`config.mk`:
```
export PLATFORM = sky130hd
export DESIGN_NAME = shift_add_mult_n
export DESIGN_NICKNAME = d
export VERILOG_FILES = /design/src/rtl/shift_add_mult_pkg.sv /design/src/rtl/shift_add_mult_n_twos_abs.sv /design/src/rtl/shift_add_mult_n.sv
export SDC_FILE = /design/constraint.sdc
export NUM_CORES = 1
export LEC_CHECK = 0
export BUFFER_PORTS_ARGS = -buffer_cell sky130_fd_sc_hd__buf_4
export CELL_PAD_IN_SITES_DETAIL_PLACEMENT = 2
export CELL_PAD_IN_SITES_GLOBAL_PLACEMENT = 2
export CORE_ASPECT_RATIO = 1.1
export CORE_MARGIN = 10
export CORE_UTILIZATION = 38
export CTS_CLUSTER_SIZE = 16
export DETAILED_ROUTE_END_ITERATION = 8
export PLACE_DENSITY_LB_ADDON = 0.05
export SLEW_MARGIN = 20
export SYNTH_ARGS = -nofsm -noshare
export SYNTH_HDL_FRONTEND = slang
export SYNTH_SLANG_ARGS = --single-unit
```
`constraint.sdc`:
```
create_clock -name clk -period 4.45 [get_ports clk]
set_input_delay 0.2225 -clock clk [delete_from_list [all_inputs] [get_ports clk]]
set_output_delay 0.2225 -clock clk [all_outputs]
set_load 0.02 [all_outputs]
```
`src/rtl/shift_add_mult_pkg.sv`:
```
// Shared types and constants for the shift-and-add multiplier.
package shift_add_mult_pkg;

   localparam int DEFAULT_WIDTH = 8;

   typedef enum logic [1:0] {
      IDLE = 2'd0,
      CALC = 2'd1,
      FIX  = 2'd2,
      DONE = 2'd3
   } state_t;

endpackage : shift_add_mult_pkg

```
`src/rtl/shift_add_mult_n_twos_abs.sv`:
```
// Conditional two's-complement negation. Used both to take operand
// magnitudes and to restore the sign of the finished product.
module twos_abs #(
   parameter int W = 8
) (
   input  logic [W-1:0] a,
   input  logic         neg,
   output logic [W-1:0] y
);

   // Negate when requested; the most negative value maps onto itself,
   // which read as unsigned is exactly its magnitude.
   always_comb begin
      y = neg ? (~a + W'(1)) : a;
   end

endmodule : twos_abs

```
`src/rtl/shift_add_mult_n.sv`:
```
// Sequential shift-and-add multiplier: one multiplier bit per CALC cycle,
// sign restored in FIX, one-cycle d_end pulse in DONE.
module shift_add_mult_n
   import shift_add_mult_pkg::*;
#(
   parameter int WIDTH     = DEFAULT_WIDTH,
   parameter int SIGNED_EN = 1
) (
   input  logic               clk,
   input  logic               rst,
   input  logic               start,
   input  logic               signed_mode,
   input  logic [WIDTH-1:0]   b,
   input  logic [WIDTH-1:0]   q,
   output logic [2*WIDTH-1:0] result,
   output logic               busy,
   output logic               d_end
);

   localparam int CNT_W = $clog2(WIDTH + 1);

   state_t             state;
   state_t             state_nxt;
   logic [CNT_W-1:0]   cnt;
   logic [2*WIDTH-1:0] acc;        // upper half: partial sum, lower half: multiplier
   logic [2*WIDTH-1:0] acc_shift;
   logic [2*WIDTH-1:0] prod_fix;
   logic [WIDTH-1:0]   b_reg;
   logic [WIDTH-1:0]   b_mag;
   logic [WIDTH-1:0]   q_mag;
   logic [WIDTH:0]     add_sum;    // carry in the top bit
   logic               prod_neg;
   logic               eff_signed;
   logic               last_bit;

   assign eff_signed = (SIGNED_EN != 0) && signed_mode;

   twos_abs #(.W(WIDTH)) u_abs_b (
      .a   (b),
      .neg (eff_signed & b[WIDTH-1]),
      .y   (b_mag)
   );

   twos_abs #(.W(WIDTH)) u_abs_q (
      .a   (q),
      .neg (eff_signed & q[WIDTH-1]),
      .y   (q_mag)
   );

   twos_abs #(.W(2 * WIDTH)) u_fix (
      .a   (acc),
      .neg (prod_neg),
      .y   (prod_fix)
   );

   // One add-and-shift step: conditional add into the upper half, then the
   // carry, sum and remaining multiplier bits move right by one.
   always_comb begin
      add_sum   = {1'b0, acc[2*WIDTH-1:WIDTH]};
      if (acc[0]) begin
         add_sum = {1'b0, acc[2*WIDTH-1:WIDTH]} + {1'b0, b_reg};
      end
      acc_shift = {add_sum, acc[WIDTH-1:1]};
      last_bit  = (cnt == CNT_W'(WIDTH - 1));
   end

   // State register.
   // NOTE: sequential state uses non-blocking assignments so every register
   // samples pre-edge values regardless of statement order.
   always_ff @(posedge clk or posedge rst) begin
      if (rst) state <= IDLE;
      else     state <= state_nxt;
   end

   // Next-state and status decode.
   // NOTE: every output gets a default first, so no path leaves one
   // unassigned and no latch is inferred.
   always_comb begin
      state_nxt = state;
      busy      = (state != IDLE);
      d_end     = (state == DONE);
      case (state)
         IDLE:    if (start)    state_nxt = CALC;
         CALC:    if (last_bit) state_nxt = FIX;
         FIX:                   state_nxt = DONE;
         DONE:                  state_nxt = IDLE;
         default:               state_nxt = IDLE;
      endcase
   end

   // Datapath: capture operands, iterate, then load the signed product.
   always_ff @(posedge clk or posedge rst) begin
      if (rst) begin
         acc      <= '0;
         b_reg    <= '0;
         prod_neg <= 1'b0;
         cnt      <= '0;
         result   <= '0;
      end else begin
         case (state)
            IDLE: begin
               if (start) begin
                  acc      <= {{WIDTH{1'b0}}, q_mag};
                  b_reg    <= b_mag;
                  prod_neg <= eff_signed & (b[WIDTH-1] ^ q[WIDTH-1]);
                  cnt      <= '0;
               end
            end
            CALC: begin
               acc <= acc_shift;
               cnt <= cnt + CNT_W'(1);
            end
            FIX:     result <= prod_fix;
            default: ;
         endcase
      end
   end

endmodule : shift_add_mult_n

```
# == After elaboration in Yosys (flattened, before gate mapping) ==
# Index checks and enable logic that the tools add are counted.
# word_totals
register_bits,47
inputBits,20
# classes
add_sub_neg,5
bitwise,7
n_reduce_logical,6
n_mux,11
eq_ne,6
# ops
operator,count
2-to-1 mux 16 bit,2
case mux 16 bit (2 select lines),1
adder 16 x 1 -> 16 bit (second input constant),1
adder 8 x 1 -> 8 bit (second input constant),2
2-to-1 mux 8 bit,2
inverter 16 bit,1
inverter 8 bit,2
adder 8 x 8 -> 9 bit,1
2-to-1 mux 9 bit,1
case mux 2 bit (4 select lines),1
case mux 4 bit (2 select lines),1
AND reduction 2 bit,3
adder 4 x 1 -> 4 bit (second input constant),1
equality test 2 bit (second input constant),2
equality test 4 x 3 -> 1 bit (second input constant),1
2-to-1 mux 2 bit,2
2-to-1 mux 4 bit,1
!= test 2 bit (second input constant),2
nonzero test 2 bit,2
bitwise AND 1 bit,3
equality test 2 x 1 -> 1 bit (second input constant),1
zero test 2 bit,1
XOR 1 bit,1

# == Longest topological paths before layout ==
# logic_depth
depth_word,5
mapped_depth,8
ltp_nobuf,7

# == By module ==
# A second synthesis with hierarchy kept.
# unflattened
hier_cells,299
hier_area_um2,3064.2
# modules_own_cells
module,cells_per_inst,area_each_um2,instances,seq_area_each_um2
shift_add_mult_n,210,2388.5,1,1176.1
twos_abs at u_abs_b ...,21,171.4,2,0.0
twos_abs at u_fix,47,332.8,1,0.0

# == Least setup slack after synthesis ==
# OpenSTA, ideal clock, no wires.
# synth_timing
path_kind,reg-to-reg
startpoint,reg acc[8]
endpoint,reg acc[13]
setup_slack_ns,2.455
n_path_buf,0
t_arrival_ns,1.912
stages_incl_launch_ff,8
cell_sequence,dfrtp_1 -> ha_1 -> fa_1 -> a21o_1 -> a221oi_1 -> xnor2_1 -> mux2i_1 -> o21ai_0
# synth_via
elab_chain_len,3
# synth_rtl
item,line_no,source
from (decl),shift_add_mult_n.sv:25,logic [2*WIDTH-1:0] acc;
from (signal assigned),shift_add_mult_n.sv:103,"acc <= {{WIDTH{1'b0}}, q_mag};"
from (signal assigned),shift_add_mult_n.sv:110,acc <= acc_shift;
adder 8 x 8 -> 9 bit,shift_add_mult_n.sv:61,"add_sum = {1'b0, acc[2*WIDTH-1:WIDTH]} + {1'b0, b_reg};"
2-to-1 mux 9 bit,shift_add_mult_n.sv:60,if (acc[0]) begin
case mux 16 bit (2 select lines),shift_add_mult_n.sv:100,case (state)
# No other way between the ends.
# A chain may end at the register's enable or synchronous reset.

# == Final worst setup path ==
# layout_timing
startpoint,reg acc[8]
endpoint,reg acc[15]
# The elaborated chain is that of the path after synthesis.

==> reports/qor.csv <==
metric,value,unit
status,finished clean,
grt_first_pass_wirelength,13.1,mm
layoutNonFillerInstCount,435,
synth_cell_type_count,42,
cap_violations,0,
crit_path_max_fanout,6,
synth_edf_count,0,
dp_hpwl,6.04,mm
fp.dieArea,0.0113,mm^2
cts.repair.resized,0,
cts_tree,yes,
setup_violations,0,
wirelength,7.83,mm
layout-drive-gt1-share,0.140,
crit_path_cell_trace,ha_1 > fa_1 > a21o_1 > a221oi_1 > nor2b_1 > o21ai_0 > a21oi_1,
fin_util,0.457,
final_cell_mix,"dfrtp_1, nand2_1, buf_4",
cp-end-kind,register,
start_util,0.397,
hold_path_class,primary input to async pin,
clockRootBuffer,clkbuf_8,
grt_max_degree,48,
syn_inst,316,
chipWidth,102,um
synth_top_family_by_area,compound AO/OA/AOI/OAI gates,
layout_worst_path_cycle_share,0.527,
finalHoldViolations,0,
nFillCells,799,
avgSynthCellArea,8.94,um^2
drtPass1Iterations,5,
clk_pin_slew_worst_paths,0.09,ns
row_count,32,
syn2layout_area_growth,15.3,%
final_common_cell,dfrtp_1,
synth_area,0.00283,mm^2
crit_family,compound AO/OA/AOI/OAI gates,
numCtsBuffers,5,
yosysWarnings,0,
tns,0,ns
ir_worst_vdd,0.000212,V
synth-simple-area-share,0.153,
drcViolationCount,0,
grt_pass1_vias,2591,
critical_path_buf_inv_count,0,
cp.required,4.63,ns
grt.total_usage,0.140,
drv_slew,0,
drt_iter0_markers,83,
fp.dieH,110,um
synth_top_area_frac,0.416,
antenna_found_initial,0,
leakage,0.00151,uW
dp_cells,427,
syn_nets,353,
min_period,2.35,ns
htree_num_levels,2,
ctsHoldBuffers,0,
synth_xor_area_frac,0.0868,
clock.fmax,0.426,GHz
cts_setup_buffers,0,
crit_slowest_cell,dfrtp_1,
yosys.area_share.adder,0.0779,
clkLatencyLatePin,0.30,ns
n_antenna_cell,0,
powerDensity,714,mW/mm^2
drtAntennaViolNets,0,
synth_mux_area_frac,0.0469,
gp_congestion,0.764,
via_per_inst,5.51,
clockBufferDepth,2,
yosys.area.top_type,dfrtp_1,
coreArea,0.00713,mm^2
final_nets,386,
cts.sinks,47,
critPathArrivalTime,2.52,ns
rsz0062_at_grt,no,
synthTopCellsByArea,"dfrtp_1, ha_1, o21ai_0",
async_flop_share,1.00,
portBuffers,37,
gr-total-overflow,0,
crit_path_max_incr_delay,0.46,ns
r2r_slack,2.10,ns
max-slew-margin-rel,0.446,
yosys_register_bits,47,
wl_per_cell,18.0,um
pin_count,38,
skew,0.00708,ns
ys_seq_area_frac,0.416,
path_class,register to register,
vias,2397,
worst_hold_slack,0.0520,ns
synth_flop_cell,dfrtp_1,
setup.worst_path.start_class,register,
synth_compound_gate_area_share,0.185,
worst_pin_slew,0.830,ns
-- path summary, 6_finish.rpt --
| check | startpoint | end | cells after the start |
|---|---|---|---|
| max in group asynchronous | rst | acc[13] | 2 |
| worst max register to register | acc[8] | acc[15] | 7 |
| worst min-delay path | rst | result[3] | 2 |
| worst max-delay path | acc[8] | acc[15] | 7 |
| min in group clk | start | cnt[2] | 3 |
| worst min register to register | b_reg[7] | b_reg[7] | 2 |
-- synthesized netlist by cell type, drive strengths merged (3+ instances only) --
cell and count:
o31ai 5, nor2 26, a21o 4, clkbuf 11, nand3b 3, nand2 39, nand3 6, nor3b 3
mux2i 11, ha 16, o21ai 35, inv 13, xor2 17, xnor2 11, a21oi 31, or3 4
dfrtp 47, nor3 4
-- power by group --
group          internal, uW  switching [uW]
Sequential              622             221
Combinational           506             724
Clock                   111             145
Total                  1240            1090
-- cell families (layout without fill, tap and decap cells) --
| family | after synthesis | after routing |
|---|---|---|
| buffers and inverters | 26 | 60 |
| multiplexers | 13 | 13 |
| adder cells (fa/ha/maj) | 17 | 17 |
| flip-flops | 47 | 47 |
| AND/OR/NAND/NOR | 95 | 95 |
| AO/OA/AOI/OAI | 90 | 90 |
| XOR/XNOR | 28 | 28 |
-- layout make-up --
| type | count | area (um^2) | share of cell area |
|---|---|---|---|
| clock buffer | 7 | 76.3 | 0.0234 |
| clock inverter | 1 | 5.00 | 0.00154 |
| inverter | 14 | 53.8 | 0.0165 |
| multi-input combinational | 243 | 1560 | 0.477 |
| sequential | 47 | 1180 | 0.361 |
| tap | 85 | 106 | 0.0326 |
| timing repair buffer | 38 | 285 | 0.0876 |
-- per-stage QoR --
stage | power [uW] | cell area, um^2 | worst slack, ns
floorplan | 1650 | 2830 | 2.46
global placement | 2030 | 3170 | 2.32
detailed placement | 2090 | 3170 | 2.19
CTS | 2360 | 3250 | 2.12
global route | 2550 | 3260 | 2.00
finish | 2330 | 3260 | 2.10
-- layer usage --
metal / track usage / share of wire / vias up
met5: 0 / 0 / -
met2: 0.228 / 0.49 / 38
met1: 0.186 / 0.47 / 1178
met3: 0.0224 / 0.031 / 6
li1: - / - / 1175
met4: 0.0365 / 0.012 / 0
Note: power is estimated with default switching activity, not from simulation.
